`src/rtl/regfile_mp.sv`:
```
// Multi-port register file: NUM_RD combinational read ports, two write ports,
// optional write-to-read bypass and a hardware clear engine gating `ready`.
module regfile_mp #(
    parameter int DATA_W   = 32,
    parameter int ADDR_W   = 5,
    parameter int NUM_RD   = 2,
    parameter int ZERO_REG = 1,
    parameter int BYPASS   = 1
) (
    input  logic                     clk,
    input  logic                     rst,
    input  logic                     init_req,
    output logic                     ready,
    input  logic                     we0,
    input  logic [ADDR_W-1:0]        waddr0,
    input  logic [DATA_W-1:0]        wdata0,
    input  logic                     we1,
    input  logic [ADDR_W-1:0]        waddr1,
    input  logic [DATA_W-1:0]        wdata1,
    input  logic [NUM_RD-1:0]        re,
    input  logic [NUM_RD*ADDR_W-1:0] raddr,
    output logic [NUM_RD*DATA_W-1:0] rdata
);

    localparam int DEPTH = 1 << ADDR_W;

    typedef enum logic {
        CLEAR,
        READY
    } state_t;

    state_t            state, state_next;
    logic [ADDR_W-1:0] clr_cnt, clr_cnt_next;
    logic [DATA_W-1:0] regs [DEPTH];
    logic              wr0_ok, wr1_ok;

    always_comb begin
        state_next   = state;
        clr_cnt_next = clr_cnt;
        case (state)
            CLEAR: begin
                clr_cnt_next = clr_cnt + ADDR_W'(1);
                if (clr_cnt == '1) begin
                    state_next = READY;
                end
            end
            READY: begin
                if (init_req) begin
                    state_next   = CLEAR;
                    clr_cnt_next = '0;
                end
            end
            default: begin
                state_next   = CLEAR;
                clr_cnt_next = '0;
            end
        endcase
    end

    always_ff @(posedge clk) begin
        if (!rst) begin
            state   <= CLEAR;
            clr_cnt <= '0;
        end else begin
            state   <= state_next;
            clr_cnt <= clr_cnt_next;
        end
    end

    assign ready = (state == READY);

    assign wr0_ok = we0 && !((ZERO_REG != 0) && (waddr0 == '0));
    assign wr1_ok = we1 && !((ZERO_REG != 0) && (waddr1 == '0));

    // Port 1 is issued after port 0 so it wins on an address collision.
    always_ff @(posedge clk) begin
        if (rst) begin
            if (state == CLEAR) begin
                regs[clr_cnt] <= '0;
            end else begin
                if (wr0_ok) regs[waddr0] <= wdata0;
                if (wr1_ok) regs[waddr1] <= wdata1;
            end
        end
    end

    for (genvar i = 0; i < NUM_RD; i++) begin : g_rd
        logic [ADDR_W-1:0] ra;
        logic [DATA_W-1:0] rd;

        assign ra = raddr[i*ADDR_W +: ADDR_W];

        always_comb begin
            rd = '0;
            if (!rst || !ready || !re[i]) begin
                rd = '0;
            end else if ((ZERO_REG != 0) && (ra == '0)) begin
                rd = '0;
            end else if ((BYPASS != 0) && we1 && (waddr1 == ra)) begin
                rd = wdata1;
            end else if ((BYPASS != 0) && we0 && (waddr0 == ra)) begin
                rd = wdata0;
            end else begin
                rd = regs[ra];
            end
        end

        assign rdata[i*DATA_W +: DATA_W] = rd;
    end

endmodule

```
`config.mk`:
```
export PLATFORM = sky130hd
export DESIGN_NAME = regfile_mp
export DESIGN_NICKNAME = d
export VERILOG_FILES = /design/src/rtl/regfile_mp.sv
export SDC_FILE = /design/constraint.sdc
export NUM_CORES = 2
export LEC_CHECK = 0
export CORE_MARGIN = 3
export CORE_UTILIZATION = 55
export DETAILED_ROUTE_END_ITERATION = 10
export PLACE_DENSITY_LB_ADDON = 0.1
export SYNTH_ARGS = -nofsm -noshare
export SYNTH_HDL_FRONTEND = slang
export SYNTH_SLANG_ARGS = --single-unit
```
`constraint.sdc`:
```
create_clock -name clk -period 13.35 [get_ports clk]
set_input_delay 2.67 -clock clk [delete_from_list [all_inputs] [get_ports clk]]
set_output_delay 2.67 -clock clk [all_outputs]
set_load 0.05 [all_outputs]
```
Word level (Yosys, flattened, before mapping)
Memory sizes are Yosys's and may differ from the RTL's.
Index checks and enable logic that the tools add are counted.
Word-level totals
  RAM bits: 1024
  memories kept: 1
  output and inout bits: 65
  bits in latches: 0
  bits of input ports: 91
  register bits after elaboration: 6
  logic and storage cells: 58
  memory bits (read-only): 0
Cells by class
  divide/modulo/power cells: 0
  mux-type cells: 27
  equal/unequal tests: 6
  bitwise operators: 1
  reductions and logical operators: 20
  magnitude comparators: 0
  add/subtract/negate cells: 1
  multipliers: 0
  shift operators: 0
Memories
  regs: depth 32, bits a word 32, read ports 2, clocked after Yosys merged registers in 0, write ports 2, line 34  | logic [DATA_W-1:0] regs [DEPTH];
Operators with widths (count)
  $mux 32: 9
  $reduce_or 32->1: 1
  $eq 5x5->1: 4
  $logic_not 5->1: 4
  $mux 1: 14
  $mux 5: 2
  $pmux 5 s2: 1
  $logic_and 1x1->1: 6
  $logic_not 1->1: 6
  $add 5x1->5 const B: 1
  $eq 5x5->1 const B: 1
  $logic_or 1x1->1: 3
  $ne 2x2->1 const B: 1
  $pmux 1 s2: 1
  $not 1->1: 1

Logic depth before layout (Yosys ltp)
  depth in word-level cells: 9
  mapped depth: 9

Worst setup path before layout
Ideal clock, no wire load.
  path type: in2out
  start point: input raddr[0]
  end point: output rdata[10]
  data required time: 10680 ps
  cell stages on the path: 8
  arrival: 5011 ps
  slack: 5669 ps
  cell sequence: buf_2 > buf_4 > buf_4 > o2111ai_1 > o21ba_2 > clkbuf_2 > o21ai_0 > o21ai_0
On the way
  cells in the longest elaborated chain, start to end: 6
RTL lines
  start, declared: line 21  | input logic [NUM_RD*ADDR_W-1:0] raddr,
  branches (longest 4 deep; another with $mem_v2 32x32)
  $mux 32 *: line 97  | end else if ((ZERO_REG != 0) && (ra == '0)) begin
  $mux 32 *: line 95  | if (!rst || !ready || !re[i]) begin
  end, declared: line 22  | output logic [NUM_RD*DATA_W-1:0] rdata
Mark *: on every way between the ends.

Worst setup path in the final report
  start point: input raddr[1]
  end point: output rdata[8]
The elaborated chain is that of the path after synthesis.

==> summary.md <==
| Metric | Value |
|---|---|
| CP arrival | approximately 7500 ps |
| Commonest non-fill, non-tap cells in the layout | nand2_1 (1178), edfxtp_1 (1024), o21ai_0 (1017) |
| Slew headroom | a little under a tenth |
| Post-Syn Area | ~0.06 sq mm |
| Core Util, Final | around three fifths |
| RSZ-0062 raised after global routing | false |
| Vias | about 46000 |
| Top FF cell, synth | edfxtp_1 |
| Clock sinks | 1030 |
| R2R Setup Slk | between 9000 and 10000 ps |
| Clk pin slew, worst setup/hold paths | approximately 60 ps |
| Ys async rst share | 0% |
| Max-cap viol count | 0 |
| Total track usage | about two fifths |
| Post-synthesis sequential area ratio | around half |
| Clock Skew | ~29 ps |
| Setup Viol. Count Final | 0 |
| Worst hold path class | flip-flop to flip-flop |
| Cell at the root of the clock tree | clkbuf_16 |
| Detailed Route WL | 223000 um |
| Remaining DRCs | 0 |
| RR Endpoint | regs[3][26] |
| Syn Area/Cell | between 10 and 15 sq um |
| Resize count post-CTS | 0 |
| Fmax | 98.6 MHz |
| Die Span X | 335 um |
| Leak pwr | 18.6 nW |
| Post-layout min period | roughly 10000 ps |
| Worst-Skew Late Latency | between 700 and 800 ps |
| CP Capture Type | output port |
| Post-CTS setup buffers | 0 |
| Least-Margin Pin Slew | 1360 ps |
| CP Launch Type | input pin |
| Iteration-0 DRC Markers | between 8000 and 9000 |
| Synth cell types | between 50 and 60 |
| CTS HTree Levels | 3 |
| Status | complete, no violations |
| CP required | about 11000 ps |
| Power per cell area | roughly 110 mW/mm^2 |
| Share of layout cells above drive strength 1 | a little under a fifth |
| Post-synth EDFFs | 1024 |
| Area Growth Syn to Fin | 9.17% |
| CTS Hold Bufs | 0 |
| Gpl congestion | slightly above 0.8 |
| Post-synth net total | 5130 |
| Post-DP HPWL | 114000 um |
| Slew Limit Fails | 0 |
| Die area | about 0.11 sq mm |
| FF-to-FF Start | ready |
| Fin crit share | around 76% |
| Syn. warnings | 0 |
| Final Hold Vio Count | 0 |
| Register bit total from synthesis | roughly 1000 |
| TritonCTS buffer count | about 110 |
| Hold path start | clr_cnt[2] |
| WS Path Type | input pin to output port |
| Io pins | 156 |
| Antenna-violating nets left | 0 |
| Setup TNS | 0 ps |
| IO Port Bufs | 155 |
| Fin nets | between 4000 and 5000 |
| Initial antenna violation count | 9 |
| Floorplan Core Area | approximately 0.11 sq mm |
| First-pass GRT wire length | 315000 um |
| Clk buf depth | 3 |
| Iteration count of the initial detailed-routing pass | 8 |
| Initial Util | 55.5% |
| R2R depth | 7 |
| Worst Hold Path EP | clr_cnt[2] |
| CTS tree | built |
| Die Span Y | 335 um |
| Most common cell after layout, fill and taps aside | nand2_1 |
| Synthesized netlist cell count | approximately 5000 |
| CP Max Fanout | 47 |
| Vias in the first global route | ~43000 |
| Hold Path Depth | 2 |
| Routed vias/inst | ~7.3 |
| Max VDD drop | around 0.10 mV |
| Pin count of the biggest net entering global routing | about 130 |
| Final global-route overflow total | 0 |
| Rows | 120 |
| Wire per inst | 35.5 um |
-- sequential cells by signal (all words and copies together) (netlist names) --
name,cells
regs,1024
clr_cnt,5
ready,1
-- metrics by stage --
stage	std cells	instance area [sq um]	setup slack, ps	hold slack (ps)	power, W
5_1_grt	6286	64900	3300	716	0.00730
3_3_place_gp	6080	61500	3510	638	0.00417
2_1_floorplan	5037	59500	5670	600	0.00396
6_report	6290	64900	3210	650	0.00716
3_5_place_dp	6080	61500	3450	647	0.00417
4_1_cts	6285	64900	3460	662	0.00713
-- power breakdown --
group | total, W | internal (W) | switching, W
Clock | 0.00304 | 0.00171 | 0.00133
Sequential | 0.00354 | 0.00353 | 0.0000110
Combinational | 0.000585 | 0.000212 | 0.000373
Total | 0.00716 | 0.00545 | 0.00171
-- cell families after synthesis --
kind of cell    after synthesis  synth area share [%]
flops                      1030                  51.9
buf+inv                     687                  5.31
fa+ha+maj                     2                0.0421
mux                         513                  19.4
compound gates             1498                  14.3
simple gates               1287                  8.74
xor+xnor                     20                 0.294
-- cell type report --
class | instances | area, sq um
clock inverters | 63 | 477
diodes | 5 | 12.5
clock buffers | 142 | 3000
repair buffers | 288 | 2590
well taps | 1403 | 1760
inverters | 39 | 146
fillers | 8281 | 42300
multi-input cells | 3320 | 26100
flip-flops and latches | 1030 | 30900
-- metal layers --
layer  up-vias  routed length (um)  GRT usage, %  part of all wire (%)
li1      18600                   -             -                     -
met3       701               36700          13.4                    16
met2      3999               95200          56.7                    43
met1     22300               79300          54.8                    35
met5         -                 132         0.521                 0.059
met4        10               12000          18.6                   5.4
-- synth_stat cells, types with 2 or more instances --
library cell,count,area (sq um)
a21oi_1,2,10.0
a22oi_1,258,1940
a31o_2,2,17.5
a31oi_1,2,12.5
a41o_1,2,20.0
and2_1,6,37.5
and3_1,2,12.5
buf_1,28,105
buf_2,134,671
buf_4,86,646
buf_6,7,78.8
clkbuf_1,363,1360
clkbuf_2,30,150
dfxtp_1,6,120
edfxtp_1,1024,30700
ha_1,2,25.0
inv_1,39,146
mux4_2,512,11500
nand2_1,1178,4420
nand2_4,20,225
nand2b_1,7,43.8
nand3_1,3,15.0
nand4_1,4,25.0
nor2_1,13,48.8
nor2_2,12,75.1
nor2_4,5,56.3
nor2b_1,6,37.5
nor3_1,16,80.1
o2111ai_1,2,17.5
o21ai_0,1017,5090
o21ai_1,72,360
o21bai_1,12,90.1
o221ai_1,2,17.5
o22ai_1,85,532
o2bb2ai_1,32,280
o31ai_4,2,42.5
or2_1,3,18.8
or4_1,2,15.0
xnor2_1,10,87.6
xor2_1,10,87.6
-- critical path, cell delays in order --
cell             delay [ps]
clkdlybuf4s50_1         820
nor2b_4                 710
buf_4                   900
a22oi_1                 230
nand2_1                 130
o22ai_1                 110
o21ai_0                 880
clkdlybuf4s50_1         970
-- how the worst max path moves through the flow --
stage                  start   endpoint  slack (ps)  depth (start not counted)
floorplan           raddr[0]  rdata[10]        5670                          8
global placement    raddr[1]   rdata[8]        3510                          8
detailed placement  raddr[1]   rdata[8]        3450                          8
CTS                 raddr[1]   rdata[8]        3460                          8
global route        raddr[1]   rdata[8]        3300                          8
finish              raddr[1]   rdata[8]        3210                          8
No activity file was read; power rests on OpenSTA's default activity.
